## config.mk

```make
export PLATFORM = sky130hd
export DESIGN_NAME = alu_divider
export DESIGN_NICKNAME = d
export VERILOG_FILES = /design/src/rtl/alu_divider.sv
export SDC_FILE = /design/constraint.sdc
export NUM_CORES = 1
export LEC_CHECK = 0
export BUFFER_PORTS_ARGS = -buffer_cell sky130_fd_sc_hd__buf_2
export CORE_ASPECT_RATIO = 0.5
export CORE_MARGIN = 3
export CORE_UTILIZATION = 30
export CTS_CLUSTER_SIZE = 28
export DETAILED_ROUTE_END_ITERATION = 16
export PLACE_DENSITY = 0.58
export SLEW_MARGIN = 25
export SYNTH_ARGS = -nofsm -noshare
export SYNTH_HDL_FRONTEND = slang
export SYNTH_SLANG_ARGS = --single-unit
export TNS_END_PERCENT = 5
```

## constraint.sdc

```tcl
create_clock -name clk -period 3.3 [get_ports clk]
set_clock_uncertainty 0.15 [all_clocks]
set_input_delay 0.66 -clock clk [delete_from_list [all_inputs] [get_ports clk]]
set_output_delay 0.66 -clock clk [all_outputs]
set_load 0.05 [all_outputs]
```

## src/rtl/alu_divider.sv

```systemverilog
// alu_divider: iterative restoring divider, one quotient bit per clk, result in ALU out/flag format.
// Latency: B!=0 -> done after WIDTH+1 edges counting the accept edge; B==0 -> done right after accept.
// Backpressure: start is ignored while busy; a start in the done cycle is accepted (back-to-back).
//
// Ports:
//   clk, rst        clock (rising edge), synchronous active-high reset
//   start, A, B     request pulse with dividend/divisor, sampled when not busy
//   is_signed       two's-complement mode select (only when ALU_DIV_SIGNED_EN is defined)
//   busy, done      division in progress / one-cycle completion pulse
//   out             {remainder, quotient}, held until the next result is written
//   Sign_Flag       out MSB;  Zero_Flag: out == 0
//   div_by_zero     set with a B==0 result, cleared on the next accepted start
//
// Optional feature macro: ALU_DIV_SIGNED_EN (adds is_signed, truncating signed division).
module alu_divider #(
  parameter int WIDTH = 32
) (
  input  logic                 clk,
  input  logic                 rst,
  input  logic                 start,
`ifdef ALU_DIV_SIGNED_EN
  input  logic                 is_signed,
`endif
  input  logic [WIDTH-1:0]     A,
  input  logic [WIDTH-1:0]     B,
  output logic                 busy,
  output logic                 done,
  output logic [2*WIDTH-1:0]   out,
  output logic                 Sign_Flag,
  output logic                 Zero_Flag,
  output logic                 div_by_zero
);

  localparam int CW = $clog2(WIDTH) + 1;

  typedef enum logic [1:0] {
    S_IDLE = 2'd0,
    S_RUN  = 2'd1,
    S_DONE = 2'd2
  } state_t;

  state_t             r_state;
  state_t             w_state_nxt;

  logic [CW-1:0]      r_cnt;
  logic [WIDTH-1:0]   r_rem;
  logic [WIDTH-1:0]   r_quo;
  logic [WIDTH-1:0]   r_div;
  logic               r_neg_q;
  logic               r_neg_r;
  logic [2*WIDTH-1:0] r_out;
  logic               r_dbz;

  logic               w_sgn;
  logic               w_a_neg;
  logic               w_b_neg;
  logic [WIDTH-1:0]   w_a_mag;
  logic [WIDTH-1:0]   w_b_mag;
  logic               w_accept;
  logic               w_b_zero;
  logic               w_last;
  logic [WIDTH:0]     w_shift_rem;
  logic [WIDTH+1:0]   w_trial;
  logic               w_borrow;
  logic [WIDTH-1:0]   w_rem_nxt;
  logic [WIDTH-1:0]   w_quo_nxt;
  logic [WIDTH-1:0]   w_rem_fin;
  logic [WIDTH-1:0]   w_quo_fin;

`ifdef ALU_DIV_SIGNED_EN
  assign w_sgn = is_signed;
`else
  assign w_sgn = 1'b0;
`endif

  // Divide magnitudes; signs are reapplied when the last step writes out.
  // The magnitude of the most negative value is itself as an unsigned number.
  assign w_a_neg  = w_sgn & A[WIDTH-1];
  assign w_b_neg  = w_sgn & B[WIDTH-1];
  assign w_a_mag  = w_a_neg ? (-A) : A;
  assign w_b_mag  = w_b_neg ? (-B) : B;

  assign w_accept = start && (r_state != S_RUN);
  assign w_b_zero = (B == '0);
  assign w_last   = (r_cnt == CW'(WIDTH - 1));

  // Restoring step. The shifted partial remainder can reach 2*divisor-1, so it
  // carries one extra bit, and the trial subtraction one more for the borrow.
  assign w_shift_rem = {r_rem, r_quo[WIDTH-1]};
  assign w_trial     = {1'b0, w_shift_rem} - {2'b00, r_div};
  assign w_borrow    = w_trial[WIDTH+1];
  assign w_rem_nxt   = w_borrow ? w_shift_rem[WIDTH-1:0] : w_trial[WIDTH-1:0];
  assign w_quo_nxt   = {r_quo[WIDTH-2:0], ~w_borrow};

  // Truncating division: quotient negative when signs differ, remainder follows the dividend.
  assign w_rem_fin   = r_neg_r ? (-w_rem_nxt) : w_rem_nxt;
  assign w_quo_fin   = r_neg_q ? (-w_quo_nxt) : w_quo_nxt;

  always_ff @(posedge clk) begin
    if (rst) begin
      r_state <= S_IDLE;
    end else begin
      r_state <= w_state_nxt;
    end
  end

  always_comb begin
    w_state_nxt = r_state;
    case (r_state)
      S_IDLE: begin
        if (start) begin
          w_state_nxt = w_b_zero ? S_DONE : S_RUN;
        end
      end
      S_RUN: begin
        if (w_last) begin
          w_state_nxt = S_DONE;
        end
      end
      S_DONE: begin
        if (start) begin
          w_state_nxt = w_b_zero ? S_DONE : S_RUN;
        end else begin
          w_state_nxt = S_IDLE;
        end
      end
      default: w_state_nxt = S_IDLE;
    endcase
  end

  always_ff @(posedge clk) begin
    if (rst) begin
      r_cnt   <= '0;
      r_rem   <= '0;
      r_quo   <= '0;
      r_div   <= '0;
      r_neg_q <= 1'b0;
      r_neg_r <= 1'b0;
      r_out   <= '0;
      r_dbz   <= 1'b0;
    end else if (w_accept) begin
      r_cnt   <= '0;
      r_rem   <= '0;
      r_quo   <= w_a_mag;
      r_div   <= w_b_mag;
      r_neg_q <= w_a_neg ^ w_b_neg;
      r_neg_r <= w_a_neg;
      r_dbz   <= w_b_zero;
      // Divide-by-zero completes immediately; the raw dividend is the remainder.
      if (w_b_zero) begin
        r_out <= {A, {WIDTH{1'b1}}};
      end
    end else if (r_state == S_RUN) begin
      r_cnt <= r_cnt + CW'(1);
      r_rem <= w_rem_nxt;
      r_quo <= w_quo_nxt;
      if (w_last) begin
        r_out <= {w_rem_fin, w_quo_fin};
      end
    end
  end

  assign busy        = (r_state == S_RUN);
  assign done        = (r_state == S_DONE);
  assign out         = r_out;
  assign Sign_Flag   = r_out[2*WIDTH-1];
  assign Zero_Flag   = (r_out == '0);
  assign div_by_zero = r_dbz;

endmodule

```

Word level (Yosys, flattened, before mapping)

Index checks and enable logic that the tools add are counted.

$add $sub $neg: 2
Multipliers: 0
Divide/modulo/power cells: 0
Order comparisons: 0
Equal/unequal tests: 7
Shift operators: 0
Multiplexer cells: 12
Bitwise gates (word level): 1
Reduce and logical (&&, ||, !) cells: 9

Operator list:

| cell                                                                    | count |
|---|---|
| 64-bit two-way mux                                                      | 4 |
| 32-bit two-way mux                                                      | 3 |
| 64-bit logical NOT                                                      | 1 |
| 33-bit by 32-bit subtractor with 34-bit output                          | 1 |
| 32-bit logical NOT                                                      | 1 |
| 2-bit two-way mux                                                       | 4 |
| 6-bit by 1-bit adder with 6-bit output, second input constant           | 1 |
| 6-bit by 5-bit equality test with 1-bit output, second input constant   | 1 |
| 2-bit by 1-bit inequality test with 1-bit output, second input constant | 3 |
| 2-bit case mux with 3 select lines                                      | 1 |
| 2-bit nonzero test                                                      | 2 |
| 3-bit AND reduction                                                     | 1 |
| 2-bit by 1-bit equality test with 1-bit output, second input constant   | 1 |
| 2-bit equality test, second input constant                              | 1 |
| 2-bit logical NOT                                                       | 1 |
| 2-bit inequality test, second input constant                            | 1 |
| 2-bit AND reduction                                                     | 1 |
| 2-bit OR reduction                                                      | 1 |
| 1-bit logical AND                                                       | 1 |
| 1-bit inverter                                                          | 1 |

Flip-flop bits (word level): 169
Bits in latches: 0
RAM bits: 0
ROM bits: 0
Bits of input ports: 67
Logic and storage cells: 38
Memories kept: 0

Depth between registers and ports, before layout

Gate-level depths: netlist of the first run.

Word-level depth: 5
Mapped depth: 12

Least setup slack after synthesis of the first run

Ideal clock, no wire load.

Path type: register to output
From: register r_out[0] (netlist: out[0])
To: output Zero_Flag
Data arrival time: 2.465 ns
Data required time: 2.490 ns
Setup slack: 0.025 ns
Cell stages (with the launch flop): 4
Cells stage by stage: dfxtp_1 nor4_1 nand4_1 nor4_1

Word-level cells in the longest chain between the ends: 1

Ends and longest elaborated chain:

| element                  | RTL line | text |
|---|---|---|
| start: declaration       | 51       | `logic [2*WIDTH-1:0] r_out;` |
| start signal: assignment | 151      | `r_out <= {A, {WIDTH{1'b1}}};` |
| start signal: assignment | 158      | `r_out <= {w_rem_fin, w_quo_fin};` |
| 64-bit logical NOT       | 167      | `assign Zero_Flag = (r_out == '0);` |
| end: declaration         | 30       | `output logic Zero_Flag,` |

Every way passes these cells.

Final worst setup path of the first run

From: register r_rem[18]
To: register r_out[49] (netlist: out[49])

Word-level cells in the longest chain between the ends: 5

Ends and longest elaborated chain:

| element                                        | RTL line | text |
|---|---|---|
| start: declaration                             | 46       | `logic [WIDTH-1:0] r_rem;` |
| start signal: assignment                       | 155      | `r_rem <= w_rem_nxt;` |
| 33-bit by 32-bit subtractor with 34-bit output | 90       | `assign w_trial = {1'b0, w_shift_rem} - {2'b00, r_div};` |
| 32-bit two-way mux                             | 92       | `assign w_rem_nxt = w_borrow ? w_shift_rem[WIDTH-1:0] : w_trial[WIDTH-1:0];` |
| 64-bit two-way mux                             | 157      | `if (w_last) begin` |
| 64-bit two-way mux                             | 153      | `end else if (r_state == S_RUN) begin` |
| 64-bit two-way mux                             | 141      | `end else if (w_accept) begin` |

Every way passes these cells. The select of a mux whose other input is x is not followed.
A chain may end at the register's enable or synchronous reset.

==> results.py, run 1 <==
metrics = {
    "run_status": {
        "status": "complete, no violations",
    },
    "yosys": {
        "synth_top_cells_by_area": "dfxtp_1 (36%), a211oi_1 (5.6%), nand2_1 (4.5%)",
        "yosysMostFrequentCell": "dfxtp_1",
        "synth-main-ff-cell": "dfxtp_1",
        "async_flop_share_pct": 0,
        "ys_types": 77,
        "syn_nets": 1218,
        "yosys_register_bits": 169,
        "yosysTopAreaCell": "dfxtp_1",
        "syn_area_um2": 9310,
        "yosys.area.top_type_share_pct": 36.3,
        "synth_common_cells": "dfxtp_1 (169), nand2_1 (112), nor2_1 (108)",
        "synth_edf_count": 0,
        "syn_inst": 1117,
        "yosysWarnings": 0,
        "synth_area_per_cell_um2": 8.34,
        "ys_seq_area_share_pct": 36.3,
    },
    "floorplan": {
        "die_width_um": 255,
        "die_h_um": 131,
        "dieArea_um2": 33300,
        "rows": 44,
        "initial_core_util_pct": 31.3,
        "num_io_pins": 136,
        "core_um2": 29800,
    },
    "power_and_ir_drop": {
        "switching_power_mw": 2.22,
        "internal_power_mw": 3.87,
        "pwr-share-seq_pct": 36.5,
        "pwr-share-comb_pct": 32.3,
        "leakagePower_nw": 4.58,
        "pwr-share-clk_pct": 31.2,
        "p_sw_share_pct": 36.4,
        "ir_drop_mv": 0.306,
        "powerDensity_nw_per_um2": 547,
    },
    "worst_setup_path": {
        "path_cells": "ha_1, a21oi_2, a21oi_1, o41ai_4, o311ai_2, o21ai_4, buf_6, a21boi_1, a211oi_1, o41ai_1",
        "required_ps": 3440,
        "reg2regPathDepth": 10,
        "rr_endpoint": "out[49]",
        "crit_path_end_kind": "flip-flop",
        "worstPathMaxFanout": 18,
        "worst-path-buf-inv": 1,
        "worstPathArrival_ps": 3370,
        "regToRegStartpoint": "r_rem[18]",
        "critical-path-top-delay-family": "compound AO/OA/AOI/OAI gates",
        "critPathMaxStageDelay_ps": 430,
        "critPathSlowestCell": "a211oi_1",
        "startpoint_type": "flip-flop",
        "reg2reg_slack_ps": 70,
        "path_class": "flip-flop to flip-flop",
        "cp.depth": 10,
    },
    "timing": {
        "drv_slew": 0,
        "min_period_over_period_pct": 98.0,
        "min_period_ps": 3230,
        "worst_pin_slew_ps": 847,
        "fin_ws_ps": 65.3,
        "finalSetupViolCount": 0,
        "grt_setup_unrepaired": "yes",
        "hold_viol_final": 0,
        "relSlewSlack_pct": 43.4,
        "timing.fmax_ghz": 0.309,
    },
    "clock_tree": {
        "ctsLongestPathBuffers": 2,
        "cts_tree": "done",
        "root_buffer": "clkbuf_16",
        "path_clk_slew_ps": 70,
        "numCtsBuffers": 17,
        "clock_latency_ps": 430,
        "cts.sinks": 169,
        "h-tree-depth": 4,
    },
    "drt": {
        "vias": 9219,
        "postRouteAntennaNets": 0,
        "drt_iter0_markers": 1040,
        "post_drt_wl_per_cell_um": 20.4,
        "firstDrtPassIters": 6,
        "routed_wirelength_mm": 33.8,
        "drcViolationCount": 0,
        "viasPerCell": 5.57,
    },
    "finish": {
        "finish.instance_area_um2": 11100,
        "fillerInstances": 3089,
        "area_growth_pct": 19.4,
        "final_layout_size_suffix_gt1_share_pct": 22.5,
        "final_nets": 1326,
    },
    "global_routing": {
        "gr-usage-all-layers_pct": 19.8,
        "antenna_found_initial": 4,
        "grt_pass1_wl_mm": 50.9,
        "grt-ovfl-total": 0,
        "first_global_vias": 8451,
        "grt_max_degree": 56,
    },
    "placed_design": {
        "dp_hpwl_mm": 25.6,
        "portBuffers": 135,
        "dp_slack_ps": -138,
        "gp_congestion": 0.932,
        "dpl_cell_area_um2": 10500,
    },
    "worst_hold_path": {
        "worstHoldPathCells": 2,
        "hold_path.class": "flip-flop to flip-flop",
        "hp-start": "r_div[31]",
        "min_to": "r_div[31]",
    },
    "job": {
        "maxCapViolations": 0,
    },
}
## state kept, by name (all words and copies together) (netlist names)
signal / count
r_state: 2
div_by_zero: 1
r_rem: 32
r_cnt: 6
out: 64
r_div: 32
r_quo: 32
## worst min-delay path, delay by kind of cell (launching register included)
kind | cells | cell delay (ps)
compound gates | 1 | 50
simple gates | 1 | 50
flops | 1 | 310
## area by class of cell
class,count,area (µm²),area share [%]
flip-flops and latches,169,3380,30.4
repair buffers,173,992,8.92
well taps,414,518,4.66
inverters,42,158,1.42
multi-input cells,822,5510,49.6
clock buffers,20,457,4.11
diodes,4,10.0,0.0900
clock inverters,12,91.3,0.821
## per-stage QoR
step	hold WS, ps	setup TNS [ps]	instances	util (%)	total power [mW]
final	305	0	1656	37.3	6.09
after global routing	323	-192	1656	37.3	6.38
after CTS	305	0	1652	37.1	6.04
after detailed placement	299	-283	1620	35.2	4.13
after global placement	296	-446	1620	35.2	4.13
after floorplan	286	0	1117	-	3.54
## placed cells by master, fill, tap and decap left out, types with 6 or more instances in the layout
cell type,count
a211oi_1,67
buf_2,134
clkbuf_16,17
o221a_2,31
nor2b_1,6
mux2i_1,40
a311oi_1,10
inv_1,41
nor4_1,26
o21ai_1,6
xnor2_1,13
xor2_1,9
ha_1,31
o211ai_1,10
a21o_1,11
and3_1,15
buf_4,36
dfxtp_1,169
o21a_1,14
nand4_1,12
o21ai_0,43
nor3_1,26
or3_1,7
nand3_1,36
nor2_1,107
o41ai_1,10
a21oi_1,81
nand2_1,111
and2_1,6
## logic make-up (layout without fill, tap and decap cells)
family	count (synthesis)	after routing	synth area share (%)
compound gates	350	350	27.9
xor+xnor	22	22	2.07
fa+ha+maj	34	34	4.65
buf+inv	126	247	5.64
flops	169	169	36.3
mux	42	42	4.53
other cells	0	4	0
simple gates	374	374	18.8
## power by group through the flow
stage / Sequential [mW] / Combinational [mW] / Clock, mW
after detailed placement: 2.26 / 1.87 / 0
after global placement: 2.26 / 1.87 / 0
after floorplan: 2.23 / 1.31 / 0
final: 2.22 / 1.96 / 1.90
after global routing: 2.23 / 2.13 / 2.02
after CTS: 2.22 / 1.89 / 1.94
## worst max-delay path by stage
stage / start / end / slack, ps
final: r_rem[18] / out[49] / 70
after CTS: r_quo[31] / out[50] / 10
after global routing: r_quo[31] / out[58] / -50
after detailed placement: r_rem[21] / r_rem[19] / -140
after global placement: r_rem[21] / r_rem[19] / -230
after floorplan: out[0] / Zero_Flag / 20
## layer usage
layer	vias to the layer above	routed length, µm	GRT usage [%]
met4	0	575	5.96
met2	280	14700	29.4
li1	4386	-	-
met5	-	0	0
met3	27	1830	2.73
met1	4526	16800	29.7
## what timing repair did
item                                    CTS  global route
resized for setup                         3            17
setup buffers                             0             0
hold buffers                              0             0
hold endpoints to repair                  0             0
endpoints found under the setup margin    5            34
pin swaps                                 0             1
gates cloned                              0             0
Power figures use the tool's default switching activity.
==> inputs of run 2 (changes only) <==
==> constraint.sdc (replaced) <==
create_clock -name clk -period 3.91 [get_ports clk]
set_clock_uncertainty 0.15 [all_clocks]
set_input_delay 0.782 -clock clk [delete_from_list [all_inputs] [get_ports clk]]
set_output_delay 0.782 -clock clk [all_outputs]
set_load 0.05 [all_outputs]
==> run 2 against run 1 <==
Effect of this change: power decreased by 16%; sequential power decreased by 15%; via count decreased by 0.60%; combinational power decreased by 21%; non-clock buffer count decreased by 17; design area decreased by 1.6%; clock power decreased by 9%; die area unchanged; register-to-register slack improved by 300 ps; final cell count decreased by 1.1%; utilization decreased by 0.61 points; critical path type unchanged; largest cell class unchanged; highest routed layer is now met5.
==> results.py, run 2 (synthesized netlist as in run 1, its figures left out) <==
metrics = {
    "drt": {
        "vias": 9164,
        "firstDrtPassIters": 5,
        "postRouteAntennaNets": 0,
        "drcViolationCount": 0,
        "viasPerCell": 5.60,
        "post_drt_wl_per_cell_um": 20.0,
        "drt_iter0_markers": 989,
        "routed_wirelength_mm": 32.8,
    },
    "power_and_ir_drop": {
        "pwr-share-comb_pct": 29.9,
        "pwr-share-clk_pct": 33.6,
        "pwr-share-seq_pct": 36.5,
        "switching_power_mw": 1.85,
        "powerDensity_nw_per_um2": 470,
        "finalPower_mw": 5.14,
        "leakagePower_nw": 4.50,
        "p_sw_share_pct": 36.0,
        "ir_drop_mv": 0.251,
        "internal_power_mw": 3.29,
    },
    "timing": {
        "worst_pin_slew_ps": 765,
        "timing.fmax_ghz": 0.282,
        "fin_setup_tns_ps": 0,
        "drv_slew": 0,
        "finalSetupViolCount": 0,
        "relSlewSlack_pct": 48.9,
        "hold_viol_final": 0,
        "fin_ws_ps": 368,
        "whs_ps": 303,
        "grt_setup_unrepaired": "no",
        "min_period_ps": 3540,
        "min_period_over_period_pct": 90.6,
    },
    "floorplan": {
        "die_h_um": 131,
        "core_um2": 29800,
        "dieArea_um2": 33300,
        "num_io_pins": 136,
        "die_width_um": 255,
        "initial_core_util_pct": 31.3,
        "rows": 44,
    },
    "worst_setup_path": {
        "regToRegStartpoint": "r_rem[18]",
        "startpoint": "r_rem[18]",
        "worstPathMaxFanout": 26,
        "crit_path_end_kind": "flip-flop",
        "startpoint_type": "flip-flop",
        "reg2regPathDepth": 9,
        "required_ps": 4090,
        "path_class": "flip-flop to flip-flop",
        "worstPathArrival_ps": 3720,
    },
    "job": {
        "maxCapViolations": 0,
    },
    "placed_design": {
        "dpl_cell_area_um2": 10400,
        "portBuffers": 135,
        "dp_hpwl_mm": 24.7,
        "gp_congestion": 0.893,
        "dp_slack_ps": 421,
    },
    "finish": {
        "largest_reg_flops": 64,
        "finish.instance_area_um2": 10900,
        "final_cell_mix": "dfxtp_1 (169), buf_2 (134), nand2_1 (111), nor2_1 (107), a21oi_1 (82)",
        "final_layout_size_suffix_gt1_share_pct": 20.2,
        "final_common_cell": "dfxtp_1",
        "final_nets": 1309,
        "area_growth_pct": 17.5,
    },
    "clock_tree": {
        "ctsLongestPathBuffers": 2,
        "numCtsBuffers": 17,
        "clock_latency_ps": 450,
        "ctsHoldBuffers": 0,
        "cts_tree": "done",
        "root_buffer": "clkbuf_16",
        "cts.sinks": 169,
        "cts_resized": 0,
        "path_clk_slew_ps": 70,
        "h-tree-depth": 4,
        "cts_setup_buffers": 0,
    },
    "run_status": {
        "status": "complete, no violations",
    },
    "global_routing": {
        "first_global_vias": 8547,
        "grt_pass1_wl_mm": 50.1,
        "gr-usage-all-layers_pct": 19.4,
        "grt-ovfl-total": 0,
        "antenna_found_initial": 3,
        "grt_max_degree": 66,
    },
    "worst_hold_path": {
        "hold_path.class": "flip-flop to flip-flop",
        "worstHoldPathCells": 2,
        "hp-start": "r_div[8]",
    },
}
-- run 2: cell count changes in the layout (fill, tap and decap cells not counted), moves of 2 or more --
cell,before,now
buf_4,36,20
a211oi_1,67,69
clkinv_2,3,1
o21ai_0,43,45
o21ai_1,6,4
diode_2,4,2
clkinvlp_4,4,2
a211oi_2,3,1
a2111oi_2,4,2
ha_1,31,33
-- run 2: layer usage --
layer,up-vias,share of wire (%),wire (µm),track usage [%]
met5,-,0.040,13,0
met2,339,44,14300,29.7
li1,4337,-,-,-
met4,2,2.5,808,6.52
met1,4440,47,15600,27.4
met3,46,6.4,2080,4.05
-- run 2: power groups by stage --
stage	Sequential, mW	Clock (mW)	Combinational [mW]
floorplan	1.88	0	1.11
global placement	1.91	0	1.49
detailed placement	1.91	0	1.50
CTS	1.87	1.74	1.51
global route	1.89	1.82	1.68
finish	1.88	1.73	1.54
-- run 2: worst paths after layout --
path | to | slack (ps)
worst max-delay path | out[56] | 370
worst min-delay path | r_div[8] | 300
worst max register to register | out[56] | 370
worst min register to register | r_div[8] | 300
-- run 2: critical path, stage by stage (launching register included) --
cell	delay (ps)
dfxtp_1	360
ha_1	410
a21oi_1	250
a21oi_1	150
o41ai_4	370
o311ai_2	220
o21ai_4	510
nand2_4	350
mux2i_1	230
a2111oi_1	410
-- run 2: layout make-up --
class	instances	area [µm²]
antenna	2	5.00
fill	3067	18800
multi-input combinational	822	5430
inverter	42	158
clock buffer	22	474
timing repair buffer	156	868
sequential	169	3380
clock inverter	10	108
tap	414	518
-- run 2: stage by stage --
step	std cells	util (%)
final	1637	36.7
after global routing	1637	36.7
after CTS	1635	36.7
after detailed placement	1603	34.8
after global placement	1602	34.7
after floorplan	1117	-
==> inputs of run 3 (changes only) <==
--- a/config.mk
+++ b/config.mk
@@ -6,12 +6,14 @@
 export NUM_CORES = 1
 export LEC_CHECK = 0
 export BUFFER_PORTS_ARGS = -buffer_cell sky130_fd_sc_hd__buf_2
+export CELL_PAD_IN_SITES_DETAIL_PLACEMENT = 2
+export CELL_PAD_IN_SITES_GLOBAL_PLACEMENT = 2
 export CORE_ASPECT_RATIO = 0.5
-export CORE_MARGIN = 3
+export CORE_MARGIN = 4
 export CORE_UTILIZATION = 30
 export CTS_CLUSTER_SIZE = 28
 export DETAILED_ROUTE_END_ITERATION = 16
-export PLACE_DENSITY = 0.58
+export PLACE_DENSITY = 0.85
 export SLEW_MARGIN = 25
 export SYNTH_ARGS = -nofsm -noshare
 export SYNTH_HDL_FRONTEND = slang
==> constraint.sdc (replaced) <==
create_clock -name clk -period 3.24 [get_ports clk]
set_clock_uncertainty 0.15 [all_clocks]
set_input_delay 0.648 -clock clk [delete_from_list [all_inputs] [get_ports clk]]
set_output_delay 0.648 -clock clk [all_outputs]
set_load 0.05 [all_outputs]
==> run 3 against run 2 <==
Effect of this change: the flow now finishes with violations (setup timing); wire length up 38%; first-iteration DRC count fell by 15%; maximum frequency grew 7.0%; clock-buffer cell count decreased by 4; design area grew 6.2%; sequential share of layout area is 1.8 points lower; sequential cell count unchanged; combinational power is 56% higher; via count is 9.4% higher; critical path depth up 1; largest power group is now combinational cells.
==> results.py, run 3 (synthesized netlist as in run 1, its figures left out) <==
metrics = {
    "worst_setup_path": {
        "required_ps": 3400,
        "worst-path-buf-inv": 1,
        "startpoint": "r_div[22]",
        "critPathSlowestCell": "a2111oi_1",
        "reg2regPathDepth": 10,
        "path_class": "flip-flop to flip-flop",
        "rr_endpoint": "out[61]",
        "critical-path-top-delay-family": "compound AO/OA/AOI/OAI gates",
        "worstPathArrival_ps": 3480,
        "startpoint_type": "flip-flop",
        "regToRegStartpoint": "r_div[22]",
        "worstPathMaxFanout": 9,
        "path_cells": "inv_1, ha_4, a21o_1, a31o_1, o41ai_4, o311a_1, nand2_1, a31oi_1, a32oi_1, a2111oi_1",
        "critPathMaxStageDelay_ps": 550,
        "crit_path_end_kind": "flip-flop",
        "reg2reg_slack_ps": -70,
    },
    "floorplan": {
        "core_um2": 30500,
        "num_io_pins": 136,
        "initial_core_util_pct": 30.6,
        "die_width_um": 257,
        "die_h_um": 133,
        "dieArea_um2": 34100,
        "rows": 45,
    },
    "clock_tree": {
        "root_buffer": "clkbuf_16",
        "cts.sinks": 169,
        "h-tree-depth": 4,
        "cts_tree": "done",
        "ctsLongestPathBuffers": 2,
        "numCtsBuffers": 17,
        "path_clk_slew_ps": 80,
        "clock_latency_ps": 460,
        "ctsHoldBuffers": 0,
    },
    "drt": {
        "routed_wirelength_mm": 45.3,
        "post_drt_wl_per_cell_um": 26.7,
        "vias": 10029,
        "drcViolationCount": 0,
        "firstDrtPassIters": 5,
        "viasPerCell": 5.92,
        "drt_iter0_markers": 836,
        "postRouteAntennaNets": 0,
    },
    "worst_hold_path": {
        "worstHoldPathCells": 3,
        "min_to": "r_div[8]",
        "hold_path.class": "input port to flip-flop",
        "hp-start": "B[8]",
    },
    "power_and_ir_drop": {
        "pwr-share-seq_pct": 32.6,
        "pwr-share-clk_pct": 33.0,
        "switching_power_mw": 2.70,
        "p_sw_share_pct": 38.5,
        "leakagePower_nw": 4.78,
        "internal_power_mw": 4.30,
        "pwr-share-comb_pct": 34.4,
        "ir_drop_mv": 0.370,
        "powerDensity_nw_per_um2": 603,
    },
    "finish": {
        "largest_reg_flops": 64,
        "final_nets": 1351,
        "final_layout_size_suffix_gt1_share_pct": 25.9,
        "final_cell_mix": "dfxtp_1 (167), buf_2 (134), nand2_1 (111), nor2_1 (106), a21oi_1 (80)",
        "area_growth_pct": 24.8,
        "fillerInstances": 3365,
        "final_cells": 1693,
        "final_common_cell": "dfxtp_1",
    },
    "timing": {
        "drv_slew": 0,
        "relSlewSlack_pct": 34.5,
        "min_period_ps": 3310,
        "timing.fmax_ghz": 0.302,
        "grt_setup_unrepaired": "yes",
        "whs_ps": 289,
        "fin_setup_tns_ps": -153,
        "worst_pin_slew_ps": 979,
        "hold_viol_final": 0,
        "finalSetupViolCount": 4,
        "min_period_over_period_pct": 102,
        "fin_ws_ps": -70.7,
    },
    "global_routing": {
        "first_global_vias": 10508,
        "grt-ovfl-total": 0,
        "grt_max_degree": 62,
        "grt_pass1_wl_mm": 64.3,
        "gr-usage-all-layers_pct": 24.0,
        "antenna_found_initial": 8,
    },
    "run_status": {
        "violations": "setup timing",
        "status": "complete, but fails checks",
    },
    "placed_design": {
        "dp_hpwl_mm": 31.7,
        "dp_cells": 1647,
        "dp_slack_ps": -207,
        "gp_congestion": 0.941,
        "portBuffers": 135,
    },
    "job": {
        "maxCapViolations": 0,
    },
}
## run 3: through the flow
stage	instance area (µm²)	total power, mW	utilization, %
5_1_grt	11600	7.26	38.1
6_report	11600	7.00	38.1
3_5_place_dp	10600	4.38	34.9
3_3_place_gp	10600	4.26	34.9
4_1_cts	11400	6.72	37.3
2_1_floorplan	9320	3.61	-
## run 3: layer usage
layer  track usage (%)  routed length [µm]  vias up
li1                  -                   -     4441
met1              31.5               20000     5126
met2              39.1               21100      371
met3              5.66                2780       91
met4              7.99                1440        0
met5                 0                   0        -
## run 3: worst max-delay path by stage
stage,end,cells after the start
6_report,out[61],10
5_1_grt,out[61],10
4_1_cts,out[42],11
3_5_place_dp,out[51],10
3_3_place_gp,out[42],10
2_1_floorplan,out[50],12
## run 3: power groups by stage
stage                     registers, mW  clock network, mW  logic, mW
after floorplan                    2.27                  0       1.33
after global placement             2.31                  0       1.96
after detailed placement           2.31                  0       2.07
after CTS                          2.27               2.31       2.14
after global routing               2.29               2.43       2.54
final                              2.28               2.31       2.41
## run 3: repair_timing
item,in CTS,in global routing
hold endpoints to repair,0,0
pin swaps,2,10
gates resized for setup,16,44
buffers inserted,0,7
setup endpoints to repair,19,46
## run 3: final cells by class
cell class                 instances  area [µm²]  area share [%]
antenna                            7        17.5           0.151
tap                              423         529            4.56
timing repair buffer             198        1200            10.3
clock inverter                    14         199            1.71
multi-input combinational        822        5690            49.0
clock buffer                      18         439            3.78
inverter                          42         158            1.36
sequential                       169        3390            29.1
## run 3: tightest hold or removal path, stage by stage
cell and delay (ps):
buf_2 100, nand2_1 50, a21oi_1 50
